## src/rtl/store_lane_buffer_if.sv

```systemverilog
// ----------------------------------------------------------------------------
// store_lane_buffer_if
//  Groups the store-request and data-memory handshake signals of
//  store_lane_buffer into one bundle.
//  Ports (signals):
//   iValid/oReady/iAddr/iData/iSize  store request from the MEM stage
//   oMisalign                        one-cycle pulse: last offered store rejected
//   oMemValid/iMemReady              head entry handshake toward data memory
//   oMemAddr/oMemData/oMemBe         word address, lane data, byte enables
//   oCount                           entries currently held
//  Modports: slave = the buffer itself, master = the environment driving it.
// ----------------------------------------------------------------------------
interface store_lane_buffer_if #(
  parameter int CW = 3
);
  logic          iValid;
  logic          oReady;
  logic [31:0]   iAddr;
  logic [31:0]   iData;
  logic [1:0]    iSize;
  logic          oMisalign;
  logic          oMemValid;
  logic          iMemReady;
  logic [31:0]   oMemAddr;
  logic [31:0]   oMemData;
  logic [3:0]    oMemBe;
  logic [CW-1:0] oCount;

  modport slave (
    input  iValid, iAddr, iData, iSize, iMemReady,
    output oReady, oMisalign, oMemValid, oMemAddr, oMemData, oMemBe, oCount
  );

  modport master (
    output iValid, iAddr, iData, iSize, iMemReady,
    input  oReady, oMisalign, oMemValid, oMemAddr, oMemData, oMemBe, oCount
  );
endinterface

```

## src/rtl/store_lane_buffer.sv

```systemverilog
// ----------------------------------------------------------------------------
// store_lane_buffer
//  Narrows a 32-bit register value to byte/halfword/word, places it on the
//  correct little-endian byte lane with byte enables, and queues aligned
//  stores in a DEPTH-entry FIFO that drains to data memory over valid/ready.
//  Ports:
//   iClk   clock, all state on the rising edge
//   iRst_n asynchronous active-low reset; discards all pending entries
//   bus    store_lane_buffer_if.slave (request side + memory side + oCount)
//  oReady and oMemValid are registered copies of (count != DEPTH) and
//  (count != 0); neither depends combinationally on any input, so there is
//  no ready path from iMemReady and no same-cycle bypass to memory.
// ----------------------------------------------------------------------------
module store_lane_buffer #(
  parameter int DEPTH = 4,
  parameter int CW    = 3
) (
  input  logic                 iClk,
  input  logic                 iRst_n,
  store_lane_buffer_if.slave   bus
);

  localparam int AW = $clog2(DEPTH);
  localparam logic [AW-1:0] PTR_ONE    = AW'(1);
  localparam logic [CW-1:0] CNT_ONE    = CW'(1);
  localparam logic [CW-1:0] CNT_ZERO   = CW'(0);
  localparam logic [CW-1:0] CNT_FULL   = CW'(DEPTH);

  // FIFO storage
  logic [31:0]   r_addr [DEPTH];
  logic [31:0]   r_data [DEPTH];
  logic [3:0]    r_be   [DEPTH];

  // Control state
  logic [AW-1:0] r_head;
  logic [AW-1:0] r_tail;
  logic [CW-1:0] r_count;
  logic          r_ready;
  logic          r_mem_valid;
  logic          r_misalign;

  // Combinational helpers
  logic [1:0]    w_lo;
  logic [31:0]   w_pack_data;
  logic [3:0]    w_pack_be;
  logic          w_aligned;
  logic          w_push;
  logic          w_pop;
  logic          w_reject;
  logic [CW-1:0] w_count_nxt;

  // Lane packing and alignment check of the offered store
  always_comb begin
    w_lo        = bus.iAddr[1:0];
    w_pack_data = 32'h0000_0000;
    w_pack_be   = 4'b0000;
    w_aligned   = 1'b0;
    case (bus.iSize)
      2'b00: begin
        w_pack_data = {4{bus.iData[7:0]}};
        w_pack_be   = 4'b0001 << w_lo;
        w_aligned   = 1'b1;
      end
      2'b01: begin
        w_pack_data = {2{bus.iData[15:0]}};
        w_pack_be   = bus.iAddr[1] ? 4'b1100 : 4'b0011;
        w_aligned   = ~bus.iAddr[0];
      end
      2'b10: begin
        w_pack_data = bus.iData;
        w_pack_be   = 4'b1111;
        w_aligned   = (w_lo == 2'b00);
      end
      default: begin
        // reserved size: rejected like a misaligned store
        w_pack_data = 32'h0000_0000;
        w_pack_be   = 4'b0000;
        w_aligned   = 1'b0;
      end
    endcase
  end

  // Handshake decode and next occupancy
  always_comb begin
    w_push   = bus.iValid & r_ready & w_aligned;
    w_reject = bus.iValid & r_ready & ~w_aligned;
    w_pop    = r_mem_valid & bus.iMemReady;
    case ({w_push, w_pop})
      2'b10:   w_count_nxt = r_count + CNT_ONE;
      2'b01:   w_count_nxt = r_count - CNT_ONE;
      default: w_count_nxt = r_count;
    endcase
  end

  // Entry storage: write packed store at the tail slot on accept
  always_ff @(posedge iClk or negedge iRst_n) begin
    if (!iRst_n) begin
      for (int i = 0; i < DEPTH; i++) begin
        r_addr[i] <= 32'h0000_0000;
        r_data[i] <= 32'h0000_0000;
        r_be[i]   <= 4'b0000;
      end
    end else if (w_push) begin
      r_addr[r_tail] <= {bus.iAddr[31:2], 2'b00};
      r_data[r_tail] <= w_pack_data;
      r_be[r_tail]   <= w_pack_be;
    end
  end

  // Pointers, occupancy, registered ready/valid and misalign pulse
  always_ff @(posedge iClk or negedge iRst_n) begin
    if (!iRst_n) begin
      r_head      <= '0;
      r_tail      <= '0;
      r_count     <= CNT_ZERO;
      r_ready     <= 1'b1;
      r_mem_valid <= 1'b0;
      r_misalign  <= 1'b0;
    end else begin
      // power-of-two depth: pointers wrap naturally
      if (w_push) begin
        r_tail <= r_tail + PTR_ONE;
      end
      if (w_pop) begin
        r_head <= r_head + PTR_ONE;
      end
      r_count     <= w_count_nxt;
      r_ready     <= (w_count_nxt != CNT_FULL);
      r_mem_valid <= (w_count_nxt != CNT_ZERO);
      r_misalign  <= w_reject;
    end
  end

  // Head fields are read straight from storage; stale when empty, qualified by oMemValid
  assign bus.oReady    = r_ready;
  assign bus.oMemValid = r_mem_valid;
  assign bus.oMisalign = r_misalign;
  assign bus.oCount    = r_count;
  assign bus.oMemAddr  = r_addr[r_head];
  assign bus.oMemData  = r_data[r_head];
  assign bus.oMemBe    = r_be[r_head];

endmodule
```

## src/flat_wrapper.sv

```systemverilog
// flat-port wrapper written by rule: the top's interface ports become plain ports
module store_lane_buffer_flat 
#(
  parameter int DEPTH = 4,
  parameter int CW    = 3
)
  (iClk, iRst_n, bus_iValid, bus_iAddr, bus_iData, bus_iSize, bus_iMemReady, bus_oReady, bus_oMisalign, bus_oMemValid, bus_oMemAddr, bus_oMemData, bus_oMemBe, bus_oCount);
  store_lane_buffer_if #(.CW(CW)) bus_i ();
  input  logic iClk;
  input  logic iRst_n;
  input wire logic [$bits(bus_i.iValid)-1:0] bus_iValid;
  input wire logic [$bits(bus_i.iAddr)-1:0] bus_iAddr;
  input wire logic [$bits(bus_i.iData)-1:0] bus_iData;
  input wire logic [$bits(bus_i.iSize)-1:0] bus_iSize;
  input wire logic [$bits(bus_i.iMemReady)-1:0] bus_iMemReady;
  output wire logic [$bits(bus_i.oReady)-1:0] bus_oReady;
  output wire logic [$bits(bus_i.oMisalign)-1:0] bus_oMisalign;
  output wire logic [$bits(bus_i.oMemValid)-1:0] bus_oMemValid;
  output wire logic [$bits(bus_i.oMemAddr)-1:0] bus_oMemAddr;
  output wire logic [$bits(bus_i.oMemData)-1:0] bus_oMemData;
  output wire logic [$bits(bus_i.oMemBe)-1:0] bus_oMemBe;
  output wire logic [$bits(bus_i.oCount)-1:0] bus_oCount;
  assign bus_i.iValid = bus_iValid;
  assign bus_i.iAddr = bus_iAddr;
  assign bus_i.iData = bus_iData;
  assign bus_i.iSize = bus_iSize;
  assign bus_i.iMemReady = bus_iMemReady;
  assign bus_oReady = bus_i.oReady;
  assign bus_oMisalign = bus_i.oMisalign;
  assign bus_oMemValid = bus_i.oMemValid;
  assign bus_oMemAddr = bus_i.oMemAddr;
  assign bus_oMemData = bus_i.oMemData;
  assign bus_oMemBe = bus_i.oMemBe;
  assign bus_oCount = bus_i.oCount;
  store_lane_buffer #(.DEPTH(DEPTH), .CW(CW)) u_core (.iClk(iClk), .iRst_n(iRst_n), .bus(bus_i));
endmodule
```

## config.mk

```make
export PLATFORM = sky130hd
export DESIGN_NAME = store_lane_buffer_flat
export DESIGN_NICKNAME = d
export VERILOG_FILES = /design/src/rtl/store_lane_buffer_if.sv /design/src/rtl/store_lane_buffer.sv /design/src/flat_wrapper.sv
export SDC_FILE = /design/constraint.sdc
export NUM_CORES = 1
export LEC_CHECK = 0
export CORE_AREA = 2 2 142 144
export DETAILED_ROUTE_END_ITERATION = 7
export DIE_AREA = 0 0 144 146
export DONT_BUFFER_PORTS = 1
export GPL_ROUTABILITY_DRIVEN = 0
export GPL_TIMING_DRIVEN = 0
export HOLD_SLACK_MARGIN = 0.08
export MAX_ROUTING_LAYER = met4
export PLACE_DENSITY = 0.84
export SLEW_MARGIN = 20
export SYNTH_ARGS = -nofsm -noshare
export SYNTH_HDL_FRONTEND = slang
export SYNTH_SLANG_ARGS = --single-unit
```

## constraint.sdc

```tcl
create_clock -name iClk -period 2.6 [get_ports iClk]
set_input_delay 0.65 -clock iClk [delete_from_list [all_inputs] [get_ports iClk]]
set_output_delay 0.65 -clock iClk [all_outputs]
set_load 0.03 [all_outputs]
```

# Word level (Yosys, flattened, before mapping)

Cells that the tools add are included.

Flip-flop bits (word level): 282
Input port bits: 70
Output and inout port bits: 74
Word-level logic and storage cells: 64

Add/subtract/negate cells: 4
$lt $le $gt $ge: 3
Eq/ne operators: 5
Shift-type cells: 1
Mux-type cells: 21
Bitwise gates (word level): 8
Reductions and logical operators: 4

Operators with widths:

| cell                                                                  | number |
|---|---|
| 128-bit bitwise mux                                                   | 2 |
| 32-bit 2-to-1 mux                                                     | 5 |
| 32-bit binary-select mux with 2-bit select                            | 2 |
| 32-bit case mux with 3 select lines                                   | 1 |
| 32-bit demux with 2-bit select                                        | 1 |
| 16-bit bitwise mux                                                    | 1 |
| 4-bit 2-to-1 mux                                                      | 4 |
| 4-bit case mux with 3 select lines                                    | 1 |
| 4-bit binary-select mux with 2-bit select                             | 1 |
| 4-bit demux with 2-bit select                                         | 1 |
| 3-bit >= comparator, second input constant                            | 2 |
| 2-bit inverter with 3-bit output                                      | 2 |
| 3-bit case mux with 2 select lines                                    | 1 |
| 2-bit by 1-bit adder with 2-bit output, second input constant         | 2 |
| 1-bit AND                                                             | 4 |
| 2-bit by 1-bit equality test with 1-bit output, second input constant | 2 |
| 2-bit equality test, second input constant                            | 2 |
| 2-bit logical NOT                                                     | 2 |
| 1-bit by 2-bit left shift with 4-bit output, first input constant     | 1 |
| 3-bit by 1-bit adder with 3-bit output, second input constant         | 1 |
| 3-bit by 1-bit < comparator with 1-bit output, second input constant  | 1 |
| 3-bit inequality test, second input constant                          | 1 |
| 1-bit case mux with 3 select lines                                    | 1 |
| 3-bit nonzero test                                                    | 1 |
| 3 further kinds                                                       | 4 |

# Longest topological paths before layout

Gate-level depths: netlist of the first run.

Depth in word-level cells: 6
Gate-level depth with buffers: 8
Mapped depth without buffers: 8

# Worst setup path after synthesis of the first run

No wires, ideal clock.

Kind: reg-to-output
Start: register u_core.r_head[0]
End: output port bus_oMemAddr[13]
Arrival: 1699 ps
Required time: 1950 ps
Path slack: 251 ps
Cell stages (with the launch flop): 5
Path buffers: 3
Cells stage by stage: dfrtp_1 -> clkbuf_1 -> buf_2 -> buf_2 -> mux4_2

Cells in the longest elaborated chain, start to end: 4

RTL lines:

| item                                                   | line                     | RTL |
|---|---|---|
| start: declaration                                     | store_lane_buffer.sv:35  | `logic [AW-1:0] r_head;` |
| start signal: assignment                               | store_lane_buffer.sv:125 | `r_head <= r_head + PTR_ONE;` |
| 2-bit inverter with 3-bit output (implied by the code) | store_lane_buffer.sv:139 | `assign bus.oMemAddr = r_addr[r_head];` |
| 32-bit binary-select mux with 2-bit select             | store_lane_buffer.sv:139 |  |
| 32-bit 2-to-1 mux (implied by the code) (2 in a row)   | store_lane_buffer.sv:139 |  |
| end: declaration                                       | flat_wrapper.sv:19       | `output wire logic [$bits(bus_i.oMemAddr)-1:0] bus_oMemAddr;` |

Every way passes these cells. The select of a mux whose other input is x is not followed.

# Final worst setup path of the first run

Start: register u_core.r_head[1]
End: output port bus_oMemData[28]

Cells in the longest elaborated chain, start to end: 4

RTL lines:

| item                                                   | line                     | RTL |
|---|---|---|
| 2-bit inverter with 3-bit output (implied by the code) | store_lane_buffer.sv:140 | `assign bus.oMemData = r_data[r_head];` |
| 32-bit binary-select mux with 2-bit select             | store_lane_buffer.sv:140 |  |
| 32-bit 2-to-1 mux (implied by the code) (2 in a row)   | store_lane_buffer.sv:140 |  |
| end: declaration                                       | flat_wrapper.sv:20       | `output wire logic [$bits(bus_i.oMemData)-1:0] bus_oMemData;` |

Every way passes these cells. The select of a mux whose other input is x is not followed.

==> results by group, run 1 <==
Status
  • Status: finished with violations
  • Failing checks: negative hold slack, negative setup slack

Setup path
  • Critical path depth: 3
  • CP Launch Type: flip-flop
  • CP Buf/Inv Count: 2
  • Crit path DAT: 1.98 ns
  • CP max-delay cell: mux4_2
  • Worst-path cell chain: buf_4, clkbuf_4, mux4_2
  • CP endpoint kind: primary output
  • Crit path max fanout: 10
  • CP max stage delay: 0.46 ns
  • Top delay family on crit path: buffers and inverters
  • Crit path kind: flip-flop to primary output
  • Worst R2R Path Depth: 8
  • Crit path required time: 1.95 ns

Synthesis
  • Main synth FF type: dfrtp_1
  • Yosys cell types: 32
  • Flops & latches, synth: 274
  • Ranking of synthesized cells by area: dfrtp_1 57%, mux4_2 12%, mux2_2 11%
  • Most common cell in the netlist: dfrtp_1
  • Yosys top cell area share: 56.9%
  • Number of synthesized flops with an enable pin: 0
  • Synth top cells by count: 273 x dfrtp_1, 177 x nand2_1, 150 x o21ai_0, 122 x mux2_2, 66 x mux4_2
  • Synth warn: 0
  • Syn Area/Cell: 12.8 um2
  • Post-synth top area cell: dfrtp_1
  • Register area share after synthesis: 57.1%
  • Post-Syn Area: 12,000 um2
  • Asr flop ratio synth: 100%
  • Mapped Cells: 941

STA
  • Max frequency: 380 MHz
  • RSZ-0062 raised after global routing: true
  • Worst Setup Slack, final: -0.0309 ns
  • Final-report setup violation count: 19
  • Normalized max-slew margin: 54.8%
  • Min cycle time layout: 2.63 ns
  • Worst slew pin tran: 0.678 ns
  • Tcrit/Tclk final: 101%
  • Final Skew: 0.00911 ns
  • Hold slack: -0.194 ns
  • Final Hold Fails: 273
  • Slew Viols, Final: 0

Cells and area
  • Fillers: 1,256
  • Layout area overhead: 12.6%
  • Antenna diode count: 0
  • Fin area: 13,500 um2
  • Nets: 1,054
  • Layout cells sized above 1: 27.4%
  • Multi-input gate area: 4820 um2
  • Reg area: 6860 um2

Hold path
  • Worst Hold Class: input pin to asynchronous set/reset pin

Global route
  • Vias in the first global route: 8,304
  • First-pass GRT wire length: 45.0 mm
  • Total congestion overflow: 0
  • Largest net degree at the start of global routing: 275
  • Overall Global Routing Usage: 28.6%
  • Initial antenna violation count: 0

CTS
  • Longest Clk Path Bufs: 3
  • Clk slew on worst S/H paths: 0.06 ns
  • CTS Root Cell: clkbuf_16
  • TritonCTS Buffers: 29
  • H-tree Lvls: 1
  • CTS tree: yes
  • Clk sink count: 274
  • Worst-Skew Late Latency: 0.54 ns

Die
  • Die ar.: 21,000 um2
  • Starting Density: 62.1%
  • Num rows: 51
  • Num ports: 144
  • Die Y: 146 um
  • Die W: 144 um
  • CORE AREA: 19,300 um2

Power and ir drop
  • Reg power frac: 38.4%
  • P per Cell Area: 1420 nW/um2
  • Combinational Power Share: 39.0%
  • Cell Int Power: 0.0121 W
  • Sw Ratio: 37.1%
  • VDD IR max: 0.000757 V
  • Leak: 5.99 nW
  • Switching pwr: 0.00712 W
  • Clock power share: 22.6%

Drt
  • Final WL: 28.7 mm
  • Drt initial violations: 594
  • DRT Pass-1 Iters: 5
  • Residual DRC: 0
  • Via count: 7,914
  • Antenna-violating nets left: 0
  • Routed vias/inst: 6.26
  • Avg WL per Cell: 22.7 um

Placed design
  • Dpl hpwl: 18.8 mm
  • DP Area: 12,400 um2
  • # port buffers: 0

Run
  • Max-Cap Viols: 0
per-layer routing:
layer  vias to the layer above  track usage, %  wire, um
met3                        77            6.61      2660
met4                         0            9.56      1010
li1                       3412               -         -
met2                       379            44.5     13900
met5                         -               -         0
met1                      4046            37.5     11100
stage by stage:
| stage | setup slack, ns | power (W) | std cells | utilization, % | setup TNS, ns |
|---|---|---|---|---|---|
| 6_report | -0.0309 | 0.0192 | 1264 | 70.0 | -0.251 |
| 5_1_grt | -0.0642 | 0.0202 | 1264 | 70.0 | -2.20 |
| 4_1_cts | -0.0975 | 0.0191 | 1257 | 69.5 | -3.26 |
| 3_5_place_dp | -0.152 | 0.0146 | 1207 | 63.9 | -4.16 |
| 3_3_place_gp | -0.133 | 0.0143 | 1207 | 63.9 | -3.59 |
| 2_1_floorplan | 0.251 | 0.0132 | 942 | - | 0 |
repair_timing:
action,in CTS,in global routing
buffers inserted,0,6
setup endpoints to repair,66,58
endpoints found under the hold margin,274,274
cloned,0,1
gates resized for setup,28,10
cells in the final DEF, fill, tap and decap left out, types with 2 or more instances in the layout:
cell type / n
ha_1: 4
nor2b_1: 3
mux4_2: 66
nand2b_1: 9
xnor2_1: 4
clkinv_2: 3
clkbuf_1: 43
o21ai_0: 150
conb_1: 2
nand2_1: 177
buf_12: 3
nor2_1: 4
buf_6: 7
and3b_1: 2
inv_1: 4
clkbuf_16: 30
a21oi_1: 33
bufinv_16: 4
dfrtp_1: 272
buf_2: 7
clkbuf_8: 12
mux2_2: 122
buf_4: 14
a21boi_0: 9
kinds of logic after synthesis:
group,Yosys count,share of synthesized area (%)
buffers and inverters,72,2.84
muxes,188,23.8
AOI/OAI and AO/OA,197,8.61
DFF,274,57.1
xor gates and xnor gates,5,0.364
adders and majority gates,5,0.583
other,1,0.0312
and+or+nand+nor,199,6.70
flip-flops by register name (all words and copies together) (netlist names):
signal                cells
u_core.r_head             2
u_core.bus.oMisalign      1
u_core.bus.oMemValid      1
u_core.bus.oReady         1
u_core.r_addr           120
u_core.r_data           128
u_core.r_be              16
u_core.bus.oCount         3
u_core.r_tail             2
path summary, 6_finish.rpt:
path,startpoint,end,slack (ns)
hold reg to reg,u_core.r_data[40]$_DFFE_PN0P_,u_core.r_data[40]$_DFFE_PN0P_,0.48
hold / removal,iRst_n,u_core.r_data[116]$_DFFE_PN0P_,-0.19
max in group asynchronous,iRst_n,u_core.bus.oReady$_DFF_PN1_,2.40
setup / recovery,u_core.r_head[1]$_DFFE_PN0P_,bus_oMemData[28],-0.03
setup reg to reg,u_core.bus.oReady$_DFF_PN1_,u_core.bus.oMemValid$_DFF_PN0_,0.37
min in group iClk,bus_iAddr[28],u_core.r_addr[124]$_DFFE_PN0P_,0.26
area by class of cell:
cell class | instances | area share [%]
buffer | 67 | 3.00
clock buffer | 44 | 6.59
clock inverter | 7 | 0.999
inverter | 4 | 0.111
multi-input combinational | 596 | 35.6
sequential | 274 | 50.7
tap | 265 | 2.45
timing repair buffer | 7 | 0.518
power by group through the flow:
stage          Sequential, W  Combinational, W  Clock, W
3_3_place_gp         0.00722           0.00704         0
3_5_place_dp         0.00736           0.00726         0
5_1_grt              0.00759           0.00799   0.00458
4_1_cts              0.00734           0.00738   0.00440
2_1_floorplan        0.00701           0.00617         0
6_report             0.00738           0.00749   0.00435
Note: power is estimated with default switching activity, not from simulation.
==> run 2: changes to the inputs <==
CORE_AREA = 4 4 144 146   (was 2 2 142 144)
DIE_AREA = 0 0 148 150   (was 0 0 144 146)
MAX_ROUTING_LAYER = unset   (was met4)
SLEW_MARGIN = 10   (was 20)
==> results by group, run 2 (same netlist as run 1, synthesis figures left out) <==
STA
  • Hold slack: -0.193 ns (+0.000841 ns)
  • Setup total negative slack: 0 ns (+0.251 ns)
  • Final-report setup violation count: 0 (-19)
  • Tcrit/Tclk final: 99.5% (-1.6 points)
  • Worst Setup Slack, final: 0.0118 ns (+0.0428 ns)
  • Final Skew: 0.0212 ns (+0.0121 ns)
  • Worst slew pin tran: 0.699 ns (+0.0206 ns)
  • Slew Viols, Final: 0 (unchanged)
  • RSZ-0062 raised after global routing: true
  • Min cycle time layout: 2.59 ns (-0.0428 ns)
  • Normalized max-slew margin: 53.4% (-1.4 points)
  • Max frequency: 386 MHz (+1.7%)
  • Final Hold Fails: 273 (unchanged)

Setup path
  • Crit path kind: flip-flop to primary output
  • Worst R2R Path Depth: 8 (unchanged)
  • CP endpoint kind: primary output
  • CP max stage delay: 0.46 ns (about the same)
  • R2R Path Start: u_core.bus.oReady$_DFF_PN1_
  • Crit path max fanout: 10 (unchanged)
  • CP Launch Type: flip-flop
  • Crit path required time: 1.95 ns (about the same)
  • Crit path DAT: 1.94 ns (-0.04 ns)
  • CP max-delay cell: mux4_2
  • RR Endpoint: u_core.bus.oMemValid$_DFF_PN0_
  • FF-to-FF setup slack: 0.25 ns (-0.12 ns)
  • Worst-path cell chain: buf_4, clkbuf_4, mux4_2

Cells and area
  • Fin cells: 1,265 (+0.079%)
  • Nets: 1,053 (-0.095%)
  • Most frequent cells in the layout: 272 x dfrtp_1, 177 x nand2_1, 150 x o21ai_0, 122 x mux2_2, 66 x mux4_2
  • Top reg by flops: u_core.r_data
  • Max FFs per register: 128 (unchanged)
  • Layout area overhead: 11.8%
  • Largest regs: u_core.r_data x128, u_core.r_addr x120, u_core.r_be x16
  • Post-layout util: 69.3% (-0.71 points)
  • Most common cell after layout, fill and taps aside: dfrtp_1
  • Layout cells sized above 1: 27.2% (-0.23 points)
  • Antenna diode count: 0 (unchanged)

Global route
  • Largest net degree at the start of global routing: 275 (unchanged)
  • First-pass GRT wire length: 45.8 mm (+1.8%)
  • Initial antenna violation count: 0 (unchanged)
  • Total congestion overflow: 0 (unchanged)
  • Overall Global Routing Usage: 26.5% (-2.1 points)
  • Vias in the first global route: 8,391 (+1.0%)

Placed design
  • # port buffers: 0 (unchanged)
  • Post-place setup slack: -0.0967 ns (+0.0553 ns)
  • Dpl hpwl: 19.1 mm (+1.4%)
  • Placed cells: 1,207 (unchanged)

Die
  • Die ar.: 22,200 um2 (+5.6%)
  • Starting Density: 61.9% (-0.20 points)
  • Num ports: 144 (unchanged)
  • Num rows: 51 (unchanged)
  • Die Y: 150 um (+2.7%)
  • CORE AREA: 19,400 um2 (+0.33%)
  • Die W: 148 um (+2.8%)

Drt
  • Avg WL per Cell: 23.1 um (+1.8%)
  • Routed vias/inst: 6.34 (+1.3%)
  • Residual DRC: 0 (unchanged)
  • Via count: 8,024 (+1.4%)
  • Antenna-violating nets left: 0 (unchanged)
  • Final WL: 29.2 mm (+1.9%)
  • DRT Pass-1 Iters: 6 (+1)
  • Drt initial violations: 836 (+41%)

CTS
  • Clk slew on worst S/H paths: 0.06 ns (about the same)
  • Worst-Skew Late Latency: 0.54 ns (about the same)
  • Longest Clk Path Bufs: 3 (unchanged)
  • Clk sink count: 274 (unchanged)
  • TritonCTS Buffers: 28 (-3.4%)
  • CTS tree: yes
  • CTS Root Cell: clkbuf_16
  • H-tree Lvls: 1 (unchanged)

Run
  • Max-Cap Viols: 0 (unchanged)

Hold path
  • Worst Hold Class: input pin to asynchronous set/reset pin

Power and ir drop
  • P per Cell Area: 1410 nW/um2 (-1.1%)
  • VDD IR max: 0.000775 V (+2.4%)
  • Leak: 5.95 nW (-0.72%)

Status
  • Failing checks: negative hold slack
  • Status: finished with violations
==> run 2: changes by cell type in the layout (fill, tap and decap cells not counted) <==
cell | previous run | this run
bufinv_16 | 4 | 1
clkbuf_1 | 43 | 46
clkbuf_8 | 12 | 9
clkinv_2 | 3 | 6
buf_4 | 14 | 13
buf_6 | 7 | 8
clkinv_4 | 0 | 1
==> run 2: cell type report <==
type / count / area [um2]
tap: 265 / 332
fill: 1328 / 5960
clock inverter: 8 / 68.8
inverter: 4 / 15.0
clock buffer: 44 / 862
timing repair buffer: 7 / 73.8
buffer: 67 / 405
multi-input combinational: 596 / 4820
sequential: 274 / 6860
==> run 2: layer usage <==
metal / GRT usage (%) / wire length (um)
met1: 34.1 / 11000
met3: 7.63 / 2920
met5: 0 / 0
met4: 8.22 / 918
met2: 44.1 / 14400
==> run 2: worst max-delay path by stage <==
| stage | end | startpoint | slack (ns) |
|---|---|---|---|
| 2_1_floorplan | bus_oMemAddr[13] | u_core.r_head[0]$_DFFE_PN0P_ | 0.25 |
| 3_3_place_gp | bus_oMemAddr[2] | u_core.r_head[1]$_DFFE_PN0P_ | -0.11 |
| 3_5_place_dp | bus_oMemAddr[3] | u_core.r_head[0]$_DFFE_PN0P_ | -0.1 |
| 4_1_cts | bus_oMemAddr[14] | u_core.r_head[0]$_DFFE_PN0P_ | -0.10 |
| 5_1_grt | bus_oMemData[27] | u_core.r_head[0]$_DFFE_PN0P_ | -0.07 |
| 6_report | bus_oMemData[28] | u_core.r_head[1]$_DFFE_PN0P_ | 0.01 |
==> run 2: through the flow <==
step	instance area (um2)	total power [W]
6_report	13400	0.0189
5_1_grt	13400	0.0198
4_1_cts	13300	0.0188
3_5_place_dp	12400	0.0146
3_3_place_gp	12400	0.0143
2_1_floorplan	12000	0.0132
==> run 2: what timing repair did <==
| item | CTS | global route |
|---|---|---|
| setup buffers | 0 | 6 |
| endpoints found under the setup margin | 66 | 58 |
| cloned | 0 | 1 |
| hold endpoints to repair | 274 | 274 |
| resized for setup | 28 | 11 |
==> run 2: critical path: cells and delay by family, from the launching register on <==
| family | cells | cell delay, ns |
|---|---|---|
| flip-flops | 1 | 0.43 |
| multiplexers | 1 | 0.46 |
| buffers and inverters | 2 | 0.51 |
==> run 2: where the power goes <==
group	switching, W	internal, W
clock network	0.00163	0.00237
logic	0.00439	0.00312
registers	0.00113	0.00625
==> run 3: changes to the inputs <==
CORE_AREA = 2 2 142 144   (was 4 4 144 146)
DIE_AREA = 0 0 144 146   (was 0 0 148 150)
==> results by group, run 3 (same netlist as run 1, synthesis figures left out) <==
CTS
  • H-tree Lvls: 1 (unchanged)
  • Clk sink count: 274 (unchanged)
  • CTS Root Cell: clkbuf_16
  • Longest Clk Path Bufs: 3 (unchanged)
  • Worst-Skew Late Latency: 0.54 ns (about the same)
  • Clk slew on worst S/H paths: 0.06 ns (about the same)
  • TritonCTS Buffers: 29 (+3.6%)
  • CTS tree: yes

Cells and area
  • Max FFs per register: 128 (unchanged)
  • Post-layout util: 69.9% (+0.62 points)
  • Fin cells: 1,264 (-0.079%)
  • Most frequent cells in the layout: 272 x dfrtp_1, 177 x nand2_1, 150 x o21ai_0, 122 x mux2_2, 66 x mux4_2
  • Nets: 1,054 (+0.095%)
  • Top reg by flops: u_core.r_data
  • Fillers: 1,264 (-4.8%)
  • Layout area overhead: 12.4%
  • Most common cell after layout, fill and taps aside: dfrtp_1
  • Layout cells sized above 1: 27.4% (+0.23 points)
  • Largest regs: u_core.r_data x128, u_core.r_addr x120, u_core.r_be x16
  • Antenna diode count: 0 (unchanged)

Global route
  • First-pass GRT wire length: 45.0 mm (-1.8%)
  • Overall Global Routing Usage: 27.7% (+1.2 points)
  • Total congestion overflow: 0 (unchanged)
  • Vias in the first global route: 8,293 (-1.2%)
  • Initial antenna violation count: 0 (unchanged)
  • Largest net degree at the start of global routing: 275 (unchanged)

STA
  • Final Skew: 0.0137 ns (-0.00750 ns)
  • Worst slew pin tran: 0.719 ns (+0.0209 ns)
  • Hold slack: -0.197 ns (-0.00371 ns)
  • Slew Viols, Final: 0 (unchanged)
  • Final-report setup violation count: 20 (+20)
  • Min cycle time layout: 2.64 ns (+0.0481 ns)
  • Normalized max-slew margin: 52.0% (-1.4 points)
  • Final Hold Fails: 273 (unchanged)
  • Worst Setup Slack, final: -0.0363 ns (-0.0481 ns)
  • Tcrit/Tclk final: 101% (+1.9 points)
  • RSZ-0062 raised after global routing: true
  • Max frequency: 379 MHz (-1.8%)

Die
  • Die W: 144 um (-2.7%)
  • Num ports: 144 (unchanged)
  • Die Y: 146 um (-2.7%)
  • CORE AREA: 19,300 um2 (-0.33%)
  • Starting Density: 62.1% (+0.20 points)
  • Num rows: 51 (unchanged)
  • Die ar.: 21,000 um2 (-5.3%)

Setup path
  • CP max stage delay: 0.46 ns (about the same)
  • Crit path DAT: 1.99 ns (+0.05 ns)
  • Worst-path cell chain: buf_4, clkbuf_4, mux4_2
  • Crit path max fanout: 10 (unchanged)
  • Top delay family on crit path: buffers and inverters
  • Crit path required time: 1.95 ns (about the same)
  • FF-to-FF setup slack: 0.37 ns (+0.12 ns)
  • CP max-delay cell: mux4_2
  • CP Launch Type: flip-flop
  • CP Buf/Inv Count: 2 (unchanged)
  • CP endpoint kind: primary output
  • Crit path kind: flip-flop to primary output

Drt
  • Routed vias/inst: 6.22 (-1.9%)
  • Final WL: 28.5 mm (-2.4%)
  • Avg WL per Cell: 22.6 um (-2.3%)
  • Drt initial violations: 661 (-21%)
  • Residual DRC: 0 (unchanged)
  • DRT Pass-1 Iters: 7 (+1)
  • Via count: 7,866 (-2.0%)
  • Antenna-violating nets left: 0 (unchanged)

Power and ir drop
  • P per Cell Area: 1420 nW/um2 (+0.90%)
  • Leak: 5.98 nW (+0.60%)
  • VDD IR max: 0.000757 V (-2.4%)

Status
  • Failing checks: negative hold slack, negative setup slack
  • Status: finished with violations

Placed design
  • Post-place setup slack: -0.152 ns (-0.0553 ns)
  • # port buffers: 0 (unchanged)
  • Placed cells: 1,207 (unchanged)
  • Dpl hpwl: 18.8 mm (-1.4%)

Hold path
  • Worst Hold Class: input pin to asynchronous set/reset pin

Run
  • Max-Cap Viols: 0 (unchanged)
-- run 3: report_power, final --
group          total (W)  switching [W]  internal, W
combinational    0.00745        0.00436      0.00309
sequential       0.00737        0.00112      0.00625
clock            0.00435        0.00161      0.00274
total             0.0192        0.00709       0.0121
-- run 3: what timing repair did --
item | 4_1_cts | 5_1_grt
pin swaps | 0 | 0
gates cloned | 0 | 0
buffers inserted | 0 | 7
endpoints found under the setup margin | 66 | 58
resized for setup | 28 | 9
endpoints found under the hold margin | 274 | 273
-- run 3: worst paths after layout --
kind                       depth (start not counted)                           from                             end
hold reg to reg                                    2  u_core.r_data[16]$_DFFE_PN0P_   u_core.r_data[16]$_DFFE_PN0P_
hold / removal                                     0                         iRst_n  u_core.r_data[116]$_DFFE_PN0P_
setup reg to reg                                   8    u_core.bus.oReady$_DFF_PN1_  u_core.bus.oMemValid$_DFF_PN0_
max in group asynchronous                          0                         iRst_n     u_core.bus.oReady$_DFF_PN1_
setup / recovery                                   3   u_core.r_head[1]$_DFFE_PN0P_                bus_oMemData[28]
min in group iClk                                  1                  bus_iAddr[28]  u_core.r_addr[124]$_DFFE_PN0P_
-- run 3: worst register-to-register path, stage by stage, from the launching register on --
cell and delay (ns):
dfstp_2 0.64, nor4bb_1 0.29, a211o_1 0.16, inv_1 0.05, fa_1 0.37, and2_1 0.15
a2bb2oi_1 0.17, xnor2_1 0.11, nand2b_1 0.16
-- run 3: metal layers --
metal | global-route usage [%] | share of wire, %
met1 | 37.4 | 38
met2 | 44.6 | 49
met3 | 6.65 | 9.4
met4 | 9.36 | 3.5
met5 | 0 | 0
-- run 3: final cells by class --
cell class | count | area (um2) | area share [%]
sequential | 274 | 6860 | 50.8
multi-input combinational | 596 | 4820 | 35.7
clock buffer | 44 | 892 | 6.60
buffer | 67 | 405 | 3.00
tap | 265 | 332 | 2.45
clock inverter | 7 | 135 | 1.00
timing repair buffer | 7 | 52.6 | 0.389
inverter | 4 | 15.0 | 0.111
-- run 3: through the flow --
| stage | total power [W] | setup TNS, ns | instance area (um2) |
|---|---|---|---|
| after floorplan | 0.0132 | 0 | 12000 |
| after global placement | 0.0143 | -3.59 | 12400 |
| after detailed placement | 0.0146 | -4.16 | 12400 |
| after CTS | 0.0191 | -3.26 | 13400 |
| after global routing | 0.0201 | -2.60 | 13500 |
| final | 0.0192 | -0.385 | 13500 |
